## config.mk

```make
export PLATFORM = sky130hd
export DESIGN_NAME = meta_write_arbiter_flat
export DESIGN_NICKNAME = d
export VERILOG_FILES = /design/src/rtl/meta_write_arbiter_pkg.sv /design/src/rtl/meta_write_arbiter_if.sv /design/src/rtl/meta_write_arbiter_pipe_reg.sv /design/src/rtl/meta_write_arbiter.sv /design/src/flat_wrapper.sv
export SDC_FILE = /design/constraint.sdc
export NUM_CORES = 1
export LEC_CHECK = 0
export ABC_CLOCK_PERIOD_IN_PS = 2850
export BUFFER_PORTS_ARGS = -buffer_cell sky130_fd_sc_hd__buf_2
export CORE_ASPECT_RATIO = 1.5
export CORE_UTILIZATION = 35
export DETAILED_ROUTE_END_ITERATION = 12
export GPL_ROUTABILITY_DRIVEN = 0
export PLACE_DENSITY = 0.7
export SLEW_MARGIN = 20
export SYNTH_ARGS = -nofsm -noshare
export SYNTH_HDL_FRONTEND = slang
export SYNTH_SLANG_ARGS = --single-unit
```

## constraint.sdc

```tcl
create_clock -name clock -period 2.85 [get_ports clock]
set_input_delay 0.1425 -clock clock [delete_from_list [all_inputs] [get_ports clock]]
set_output_delay 0.1425 -clock clock [all_outputs]
set_load 0.005 [all_outputs]
```

## src/rtl/meta_write_arbiter_pkg.sv

```systemverilog
// Shared types for the metadata write arbiter: request layout and coherence-state encoding.
package meta_write_arbiter_pkg;

  localparam int COH_W     = 2;
  localparam int IDX_W_DEF = 6;
  localparam int WAYS_DEF  = 8;
  localparam int TAG_W_DEF = 20;

  typedef enum logic [COH_W-1:0] {
    COH_INVALID   = 2'd0,
    COH_SHARED    = 2'd1,
    COH_EXCLUSIVE = 2'd2,
    COH_DIRTY     = 2'd3
  } coh_state_e;

  // Canonical request layout at the default widths; the top builds the same
  // field order at its own parameterised widths.
  typedef struct packed {
    logic [IDX_W_DEF-1:0] idx;
    logic [WAYS_DEF-1:0]  way_en;
    logic [COH_W-1:0]     coh_state;
    logic [TAG_W_DEF-1:0] tag;
  } meta_write_req_t;

endpackage

```

## src/rtl/meta_write_arbiter_if.sv

```systemverilog
// Valid/ready metadata-write channel. A transfer happens only on a rising edge
// where valid and ready are both high; bits are stable whenever valid is high.
interface meta_write_arbiter_if
  import meta_write_arbiter_pkg::*;
#(
  parameter int IDX_W = 6,
  parameter int WAYS  = 8,
  parameter int TAG_W = 20
);

  logic             valid;
  logic             ready;
  logic [IDX_W-1:0] bits_idx;
  logic [WAYS-1:0]  bits_way_en;
  logic [COH_W-1:0] bits_data_coh_state;
  logic [TAG_W-1:0] bits_data_tag;

  modport master (
    output valid, bits_idx, bits_way_en, bits_data_coh_state, bits_data_tag,
    input  ready
  );

  modport slave (
    input  valid, bits_idx, bits_way_en, bits_data_coh_state, bits_data_tag,
    output ready
  );

endinterface

```

## src/rtl/meta_write_arbiter_pipe_reg.sv

```systemverilog
// Single-entry valid/ready register slot; accepts a new entry in the same cycle
// the current one drains, so one request per cycle is sustained.
module meta_write_pipe_reg
  import meta_write_arbiter_pkg::*;
#(
  parameter type T = meta_write_req_t
) (
  input  logic clock,
  input  logic reset,
  input  logic in_valid,
  output logic in_ready,
  input  T     in_data,
  output logic out_valid,
  input  logic out_ready,
  output T     out_data
);

  assign in_ready = ~out_valid | out_ready;

  always_ff @(posedge clock or negedge reset) begin
    if (!reset) begin
      out_valid <= 1'b0;
      out_data  <= '0;
    end else if (in_ready) begin
      out_valid <= in_valid;
      // Payload is left untouched when the slot empties.
      if (in_valid) begin
        out_data <= in_data;
      end
    end
  end

endmodule

```

## src/rtl/meta_write_arbiter.sv

```systemverilog
// Two-input metadata write arbiter: in0 has priority, in1 is force-granted after
// STARVE_LIMIT cycles of losing to in0; output is a single registered slot.
module meta_write_arbiter
  import meta_write_arbiter_pkg::*;
#(
  parameter int IDX_W        = 6,
  parameter int WAYS         = 8,
  parameter int TAG_W        = 20,
  parameter int STARVE_LIMIT = 4
) (
  input  logic clock,
  input  logic reset,
  meta_write_arbiter_if.slave  io_in_0,
  meta_write_arbiter_if.slave  io_in_1,
  meta_write_arbiter_if.master io_out,
  output logic io_starve_active
);

  localparam int CNT_W = $clog2(STARVE_LIMIT + 1);
  localparam logic [CNT_W-1:0] CNT_MAX = CNT_W'(STARVE_LIMIT);

  typedef struct packed {
    logic [IDX_W-1:0] idx;
    logic [WAYS-1:0]  way_en;
    logic [COH_W-1:0] coh_state;
    logic [TAG_W-1:0] tag;
  } req_t;

  logic [CNT_W-1:0] starve_cnt;
  logic [CNT_W-1:0] starve_cnt_nxt;
  logic             force1;
  logic             grant0;
  logic             grant1;
  logic             pipe_ready;
  logic             fire0;
  logic             fire1;
  req_t             in0_req;
  req_t             in1_req;
  req_t             win_req;
  req_t             out_req;

  assign in0_req = '{idx: io_in_0.bits_idx, way_en: io_in_0.bits_way_en,
                     coh_state: io_in_0.bits_data_coh_state, tag: io_in_0.bits_data_tag};
  assign in1_req = '{idx: io_in_1.bits_idx, way_en: io_in_1.bits_way_en,
                     coh_state: io_in_1.bits_data_coh_state, tag: io_in_1.bits_data_tag};

  assign force1 = (starve_cnt == CNT_MAX) & io_in_1.valid;
  assign grant1 = force1 | (~io_in_0.valid & io_in_1.valid);
  assign grant0 = ~grant1 & io_in_0.valid;

  // Readies are held low while reset is asserted so nothing is accepted mid-reset.
  assign io_in_0.ready = reset & pipe_ready & grant0;
  assign io_in_1.ready = reset & pipe_ready & grant1;
  assign fire0         = io_in_0.valid & io_in_0.ready;
  assign fire1         = io_in_1.valid & io_in_1.ready;
  assign win_req       = grant1 ? in1_req : in0_req;

  assign io_starve_active = force1;

  // Only cycles where in1 actually lost to in0 count as starvation.
  always_comb begin
    starve_cnt_nxt = starve_cnt;
    if (!io_in_1.valid || fire1) begin
      starve_cnt_nxt = '0;
    end else if (pipe_ready && grant0 && (starve_cnt != CNT_MAX)) begin
      starve_cnt_nxt = starve_cnt + CNT_W'(1);
    end
  end

  always_ff @(posedge clock or negedge reset) begin
    if (!reset) begin
      starve_cnt <= '0;
    end else begin
      starve_cnt <= starve_cnt_nxt;
    end
  end

  meta_write_pipe_reg #(
    .T (req_t)
  ) u_pipe_reg (
    .clock     (clock),
    .reset     (reset),
    .in_valid  (fire0 | fire1),
    .in_ready  (pipe_ready),
    .in_data   (win_req),
    .out_valid (io_out.valid),
    .out_ready (io_out.ready),
    .out_data  (out_req)
  );

  assign io_out.bits_idx            = out_req.idx;
  assign io_out.bits_way_en         = out_req.way_en;
  assign io_out.bits_data_coh_state = out_req.coh_state;
  assign io_out.bits_data_tag       = out_req.tag;

endmodule

```

## src/flat_wrapper.sv

```systemverilog
// flat-port wrapper written by rule: the top's interface ports become plain ports
module meta_write_arbiter_flat import meta_write_arbiter_pkg::*;
#(
  parameter int IDX_W        = 6,
  parameter int WAYS         = 8,
  parameter int TAG_W        = 20,
  parameter int STARVE_LIMIT = 4
)
  (clock, reset, io_starve_active, io_in_0_valid, io_in_0_bits_idx, io_in_0_bits_way_en, io_in_0_bits_data_coh_state, io_in_0_bits_data_tag, io_in_0_ready, io_in_1_valid, io_in_1_bits_idx, io_in_1_bits_way_en, io_in_1_bits_data_coh_state, io_in_1_bits_data_tag, io_in_1_ready, io_out_valid, io_out_bits_idx, io_out_bits_way_en, io_out_bits_data_coh_state, io_out_bits_data_tag, io_out_ready);
  meta_write_arbiter_if #(.IDX_W(IDX_W), .WAYS(WAYS), .TAG_W(TAG_W)) io_in_0_i ();
  meta_write_arbiter_if #(.IDX_W(IDX_W), .WAYS(WAYS), .TAG_W(TAG_W)) io_in_1_i ();
  meta_write_arbiter_if #(.IDX_W(IDX_W), .WAYS(WAYS), .TAG_W(TAG_W)) io_out_i ();
  input  logic clock;
  input  logic reset;
  output logic io_starve_active;
  input wire logic [$bits(io_in_0_i.valid)-1:0] io_in_0_valid;
  input wire logic [$bits(io_in_0_i.bits_idx)-1:0] io_in_0_bits_idx;
  input wire logic [$bits(io_in_0_i.bits_way_en)-1:0] io_in_0_bits_way_en;
  input wire logic [$bits(io_in_0_i.bits_data_coh_state)-1:0] io_in_0_bits_data_coh_state;
  input wire logic [$bits(io_in_0_i.bits_data_tag)-1:0] io_in_0_bits_data_tag;
  output wire logic [$bits(io_in_0_i.ready)-1:0] io_in_0_ready;
  input wire logic [$bits(io_in_1_i.valid)-1:0] io_in_1_valid;
  input wire logic [$bits(io_in_1_i.bits_idx)-1:0] io_in_1_bits_idx;
  input wire logic [$bits(io_in_1_i.bits_way_en)-1:0] io_in_1_bits_way_en;
  input wire logic [$bits(io_in_1_i.bits_data_coh_state)-1:0] io_in_1_bits_data_coh_state;
  input wire logic [$bits(io_in_1_i.bits_data_tag)-1:0] io_in_1_bits_data_tag;
  output wire logic [$bits(io_in_1_i.ready)-1:0] io_in_1_ready;
  output wire logic [$bits(io_out_i.valid)-1:0] io_out_valid;
  output wire logic [$bits(io_out_i.bits_idx)-1:0] io_out_bits_idx;
  output wire logic [$bits(io_out_i.bits_way_en)-1:0] io_out_bits_way_en;
  output wire logic [$bits(io_out_i.bits_data_coh_state)-1:0] io_out_bits_data_coh_state;
  output wire logic [$bits(io_out_i.bits_data_tag)-1:0] io_out_bits_data_tag;
  input wire logic [$bits(io_out_i.ready)-1:0] io_out_ready;
  assign io_in_0_i.valid = io_in_0_valid;
  assign io_in_0_i.bits_idx = io_in_0_bits_idx;
  assign io_in_0_i.bits_way_en = io_in_0_bits_way_en;
  assign io_in_0_i.bits_data_coh_state = io_in_0_bits_data_coh_state;
  assign io_in_0_i.bits_data_tag = io_in_0_bits_data_tag;
  assign io_in_0_ready = io_in_0_i.ready;
  assign io_in_1_i.valid = io_in_1_valid;
  assign io_in_1_i.bits_idx = io_in_1_bits_idx;
  assign io_in_1_i.bits_way_en = io_in_1_bits_way_en;
  assign io_in_1_i.bits_data_coh_state = io_in_1_bits_data_coh_state;
  assign io_in_1_i.bits_data_tag = io_in_1_bits_data_tag;
  assign io_in_1_ready = io_in_1_i.ready;
  assign io_out_valid = io_out_i.valid;
  assign io_out_bits_idx = io_out_i.bits_idx;
  assign io_out_bits_way_en = io_out_i.bits_way_en;
  assign io_out_bits_data_coh_state = io_out_i.bits_data_coh_state;
  assign io_out_bits_data_tag = io_out_i.bits_data_tag;
  assign io_out_i.ready = io_out_ready;
  meta_write_arbiter #(.IDX_W(IDX_W), .WAYS(WAYS), .TAG_W(TAG_W), .STARVE_LIMIT(STARVE_LIMIT)) u_core (.clock(clock), .reset(reset), .io_in_0(io_in_0_i), .io_in_1(io_in_1_i), .io_out(io_out_i), .io_starve_active(io_starve_active));
endmodule
```

# Word level (Yosys, flattened, before mapping)
# Index checks and enable logic that the tools add are counted.
# classes
n_addsub	1
n_mul	0
div	0
order_cmp	0
n_eq_ne	2
shifts	0
muxes	3
n_bitwise	14
n_reduce_logical	6
# op_table
operator	count
36-bit two-way mux	1
1-bit AND	8
3-bit two-way mux	2
3-bit by 1-bit adder with 3-bit output, second input constant	1
3-bit equality test, second input constant	1
3-bit != test, second input constant	1
1-bit NOT	3
1-bit OR	3
1-bit logical AND	2
2-bit AND reduction	1
2-bit nonzero test	1
1-bit logical NOT	1
1-bit logical OR	1
# totals
regBits	40
latchBits	0
mem_bits_rw	0
romBits	0
in_bits	77
wordCells	32
memories	0

# Depth between registers and ports, before layout
# logic_depth
word_depth	9
ltp_mapped	7

# Hierarchy
# Synthesis repeated with hierarchy kept, for this count alone.
# hier_totals
cells_unflattened	143
hier_area_um2	2331.0
# by_module_without_submodules
mod	instances	cells_each	area_per_inst_um2
meta_write_pipe_reg	1	79	1508.9
meta_write_arbiter	1	64	822.0

# Worst setup path after synthesis
# Ideal clock, no wire load.
# synth_path
path_kind	register to register
from	reg u_core.starve_cnt[0]
to	reg u_core.u_pipe_reg.out_data[29] (netlist name)
setup_ns	0.081
t_arrival_ns	1.417
slack_ns	1.352
stages_incl_launch_ff	8
path_buffers	2
synth_period_minus_slack_ns	1.498
path_cell_list	dfrtp_1 -> inv_1 -> ha_1 -> a21boi_2 -> buf_2 -> clkbuf_1 -> o21ai_0 -> a31oi_2
# synth_between
elab_chain_cells	9
word_cells_on_any_way	12
cone_classes	eq/ne (1); mux (1); bitwise (9); reduce/logical (1)
# synth_lines
element	line_no	text
start: declaration	meta_write_arbiter.sv:29	logic [CNT_W-1:0] starve_cnt;
start signal: assignment	meta_write_arbiter.sv:74	starve_cnt <= starve_cnt_nxt;
3-bit equality test (*)	meta_write_arbiter.sv:47	assign force1 = (starve_cnt == CNT_MAX) & io_in_1.valid;
1-bit AND (*)	meta_write_arbiter.sv:47	
1-bit OR (*)	meta_write_arbiter.sv:48	assign grant1 = force1 | (~io_in_0.valid & io_in_1.valid);
1-bit NOT	meta_write_arbiter.sv:49	assign grant0 = ~grant1 & io_in_0.valid;
1-bit AND	meta_write_arbiter.sv:49	
1-bit AND	meta_write_arbiter.sv:52	assign io_in_0.ready = reset & pipe_ready & grant0;
1-bit AND	meta_write_arbiter.sv:54	assign fire0 = io_in_0.valid & io_in_0.ready;
1-bit OR	meta_write_arbiter.sv:83	.in_valid (fire0 | fire1),
2-bit AND reduction (no line)	--	
end signal: assignment	meta_write_arbiter_pipe_reg.sv:28	out_data <= in_data;
end: declaration	meta_write_arbiter_pipe_reg.sv:15	output T out_data
# Mark *: on every way between the ends. The rest lies on a longest branch, timed or not.
# A chain may end at the register's enable or synchronous reset.

# Worst setup path after layout
# layout_path
from	reg u_core.starve_cnt[0]
to	reg u_core.starve_cnt[2]
# layout_between
elab_chain_cells	8
word_cells_on_any_way	15
cone_classes	add/sub (1); eq/ne (2); mux (2); bitwise (6); reduce/logical (4)
# layout_lines
element	line_no	text
3-bit equality test	meta_write_arbiter.sv:47	
1-bit AND	meta_write_arbiter.sv:47	
1-bit OR	meta_write_arbiter.sv:48	
1-bit NOT	meta_write_arbiter.sv:49	
1-bit AND	meta_write_arbiter.sv:49	
1-bit logical AND (2 in a row)	meta_write_arbiter.sv:65	end else if (pipe_ready && grant0 && (starve_cnt != CNT_MAX)) begin
2-bit nonzero test (no line)	--	
# Several ways; a longest one is shown, not always the timed one. The select of a mux whose other input is x is not followed.

==> impl_metrics.py <==
metrics = {
    "timing": {
        "skew_ns": 0.003928,
        "finalHoldViolations": 0,
        "relSlewSlack": 0.4456,
        "grt_setup_unrepaired": "false",
        "fin_crit_ns": 1.935,
        "final_max_slew_viol_count": 0,
        "finalSetupViolCount": 0,
        "layout_setup_ws_ns": 0.9151,
        "fmax_ghz": 0.5168,
        "finalCritPeriodShare": 0.6789,
        "tightest_slew_ns": 0.8316,
        "tns_ns": 0,
    },
    "grt": {
        "grt_pass1_wl_microns": 10830,
        "met1_usage": 0.2570,
        "antenna_found_initial": 0,
        "grt_pass1_vias": 2248,
        "gr-usage-all-layers": 0.2046,
        "grt-ovfl-total": 0,
        "met3_usage": 0.02567,
        "grt_busiest_layer": "met2",
        "grt_use_met2": 0.3416,
        "grt_start_max_net_pins": 46,
    },
    "power": {
        "power_frac_clock": 0.260,
        "power.switching_uw": 497.9,
        "powerDensity_mw_per_mm2": 526.9,
        "irDropWorstVdd_v": 0.0002092,
        "swShare": 0.3126,
        "combinationalPowerShare": 0.288,
        "power.internal_mw": 1.095,
        "seq_power_share": 0.451,
        "p_leak_nw": 1.261,
    },
    "clocking": {
        "cts_hold_buf": 1,
        "cts_tree": "done",
        "cts_setup_buffers": 0,
        "insertion_delay_ns": 0.29,
        "cts_buffers": 5,
        "cts.sinks": 40,
        "h-tree-depth": 2,
        "cts-root-buf": "clkbuf_8",
        "clk_pin_slew_ns": 0.08,
        "cts_resized": 0,
        "cts_buffer_depth": 2,
    },
    "drt": {
        "wl_per_cell_microns": 16.89,
        "ant_nets": 0,
        "via_per_inst": 5.675,
        "drt-initial-drc-count": 109,
        "drt_first_pass_iters": 5,
        "post-route-drc-count": 0,
        "wl_microns": 7076,
        "dr_total_vias": 2378,
    },
    "setup_path": {
        "crit_arrival_ns": 2.15,
        "crit_path_cell_trace": "inv_1 > ha_1 > a21bo_2 > or4_1 > a21oi_1",
        "cp_top_family": "compound AO/OA/AOI/OAI gates",
        "critPathLaunchType": "flip-flop",
        "crit_type": "flip-flop to flip-flop",
        "worst-r2r-setup-slack_ns": 0.92,
        "cp_num_buf_inv": 1,
        "slowest_delay_ns": 0.57,
        "critPathMaxFanout": 41,
        "critPathSlowestCell": "or4_1",
        "worstSetupEndpointType": "flip-flop",
        "cp.required_ns": 3.07,
    },
    "floorplan": {
        "die-width_microns": 68.83,
        "die_h_microns": 102.2,
        "rows": 36,
        "core_area_sq_mm": 0.006486,
        "start_util": 0.3615,
        "boundaryPins": 117,
        "fp.dieArea_sq_mm": 0.007038,
    },
    "hold_path": {
        "hp-class": "primary input to flip-flop",
    },
    "yosys": {
        "synthFlopType": "dfrtp_1",
        "ys_seq_area_frac": 0.4269,
        "synth-xor-area-share": 0,
        "yosys.area_share.simple": 0.1094,
        "synth_cell_types": 26,
        "synth.net_count": 323,
        "ys_seq_elements": 40,
        "netlist_area_sq_mm": 0.002345,
        "ys_async_sr_fraction": 1.000,
        "ys_warn_count": 0,
        "synth_top_family_by_area": "compound AO/OA/AOI/OAI gates",
        "avgSynthCellArea_sq_um": 9.610,
        "synth-adder-area-share": 0.01067,
        "synth_compound_area_frac": 0.3757,
        "syn_inst": 244,
        "yosys.area.top_type": "dfrtp_1",
        "yosys-top-cells-area": "dfrtp_1, a31oi_2, a31oi_1, nand3_1, o21ai_0",
        "synth_edf_count": 0,
        "synth_common_cells": "a31oi_1, dfrtp_1, nand3_1, o21ai_0, a31oi_2",
        "synth.area.mux_share": 0,
        "synth_most_common_cell": "a31oi_1",
        "yosysTopAreaCellShare": 0.4269,
    },
    "layout": {
        "n_antenna_cell": 0,
        "drive_above_1_share": 0.4810,
        "fin_util": 0.4660,
        "syn_to_final_growth_pct": 28.92,
        "nets": 422,
    },
    "placed_design": {
        "port-buffer-count": 116,
        "dp_slack_ns": 0.9350,
        "place_hpwl_microns": 4813,
    },
    "job": {
        "cap_violations": 0,
    },
    "outcome": {
        "status": "complete, no violations",
    },
}
state kept, by name, indices dropped and copies added, names as in the netlist:
signal and flops:
u_core.u_pipe_reg.out_data 36, u_core.starve_cnt 3, u_core.u_pipe_reg.out_valid 1
power groups by stage:
stage          Sequential [mW]  Clock [mW]  Combinational (mW)
5_1_grt                  0.730       0.442               0.511
3_5_place_dp             0.730           0               0.460
3_3_place_gp             0.726           0               0.451
4_1_cts                  0.719       0.425               0.463
6_report                 0.719       0.414               0.459
2_1_floorplan            0.733           0               0.252
metrics by stage:
stage	instances	hold slack [ns]	instance area (sq um)	power, mW
after floorplan	244	-0.1531	2345	0.9846
after global placement	411	0.2354	2917	1.177
after detailed placement	411	0.2492	2917	1.191
after CTS	419	0.1003	3023	1.607
after global routing	419	0.1293	3023	1.683
final	419	0.1158	3023	1.593
routing by layer:
layer  up-vias  wire length, microns
met3        18                   316
met4         0                   223
met5         -                     0
met2        88                  3679
met1      1142                  2856
li1       1130                     -
area by class of cell:
type                    instances  area (sq um)
inverters                       4         15.01
clock buffers                   7         96.34
multi-input cells             167          1165
well taps                      76         95.09
fillers                       675          3463
flip-flops and latches         40          1001
repair buffers                125         650.6
final timing paths:
path	start	to	cells past startpoint
max reg2reg	u_core.starve_cnt[0]$_DFFE_PN0P_	u_core.starve_cnt[2]$_DFFE_PN0P_	5
min	io_in_0_bits_data_tag[0]	u_core.u_pipe_reg.out_data[0]$_DFFE_PN0P_	3
max in group asynchronous	reset	u_core.u_pipe_reg.out_data[7]$_DFFE_PN0P_	3
min in group asynchronous	reset	u_core.u_pipe_reg.out_data[35]$_DFFE_PN0P_	3
max	u_core.starve_cnt[0]$_DFFE_PN0P_	u_core.starve_cnt[2]$_DFFE_PN0P_	5
min reg2reg	u_core.u_pipe_reg.out_data[2]$_DFFE_PN0P_	u_core.u_pipe_reg.out_data[2]$_DFFE_PN0P_	2
cell families (layout without fill, tap and decap cells):
kind of cell    count (synthesis)  in the layout
fa+ha+maj                       2              2
simple gates                   48             48
buf+inv                        37            136
flops                          40             40
compound gates                117            117
tightest hold or removal path, cell delays in order:
cell and delay [ns]:
buf_2 0.10, o21ai_0 0.06, a31oi_1 0.07
layout by cell type (no fill, tap or decap):
| master | count |
|---|---|
| o31ai_1 | 1 |
| nor2b_1 | 1 |
| nand3_1 | 38 |
| ha_1 | 2 |
| and3_4 | 1 |
| inv_1 | 3 |
| nand2b_2 | 1 |
| a21bo_2 | 1 |
| or4_1 | 1 |
| dfrtp_1 | 40 |
| a21oi_1 | 3 |
| dlygate4sd3_1 | 1 |
| and3_1 | 1 |
| buf_2 | 116 |
| nor3b_1 | 1 |
| o21ai_0 | 36 |
| o21ai_1 | 2 |
| buf_4 | 8 |
| nor3_1 | 1 |
| a21boi_2 | 1 |
| a31oi_1 | 42 |
| nand2_1 | 1 |
| clkinv_1 | 1 |
| a31o_1 | 1 |
| or2_1 | 2 |
| clkbuf_8 | 7 |
| a31oi_2 | 30 |
Note: power is estimated with default switching activity, not from simulation.
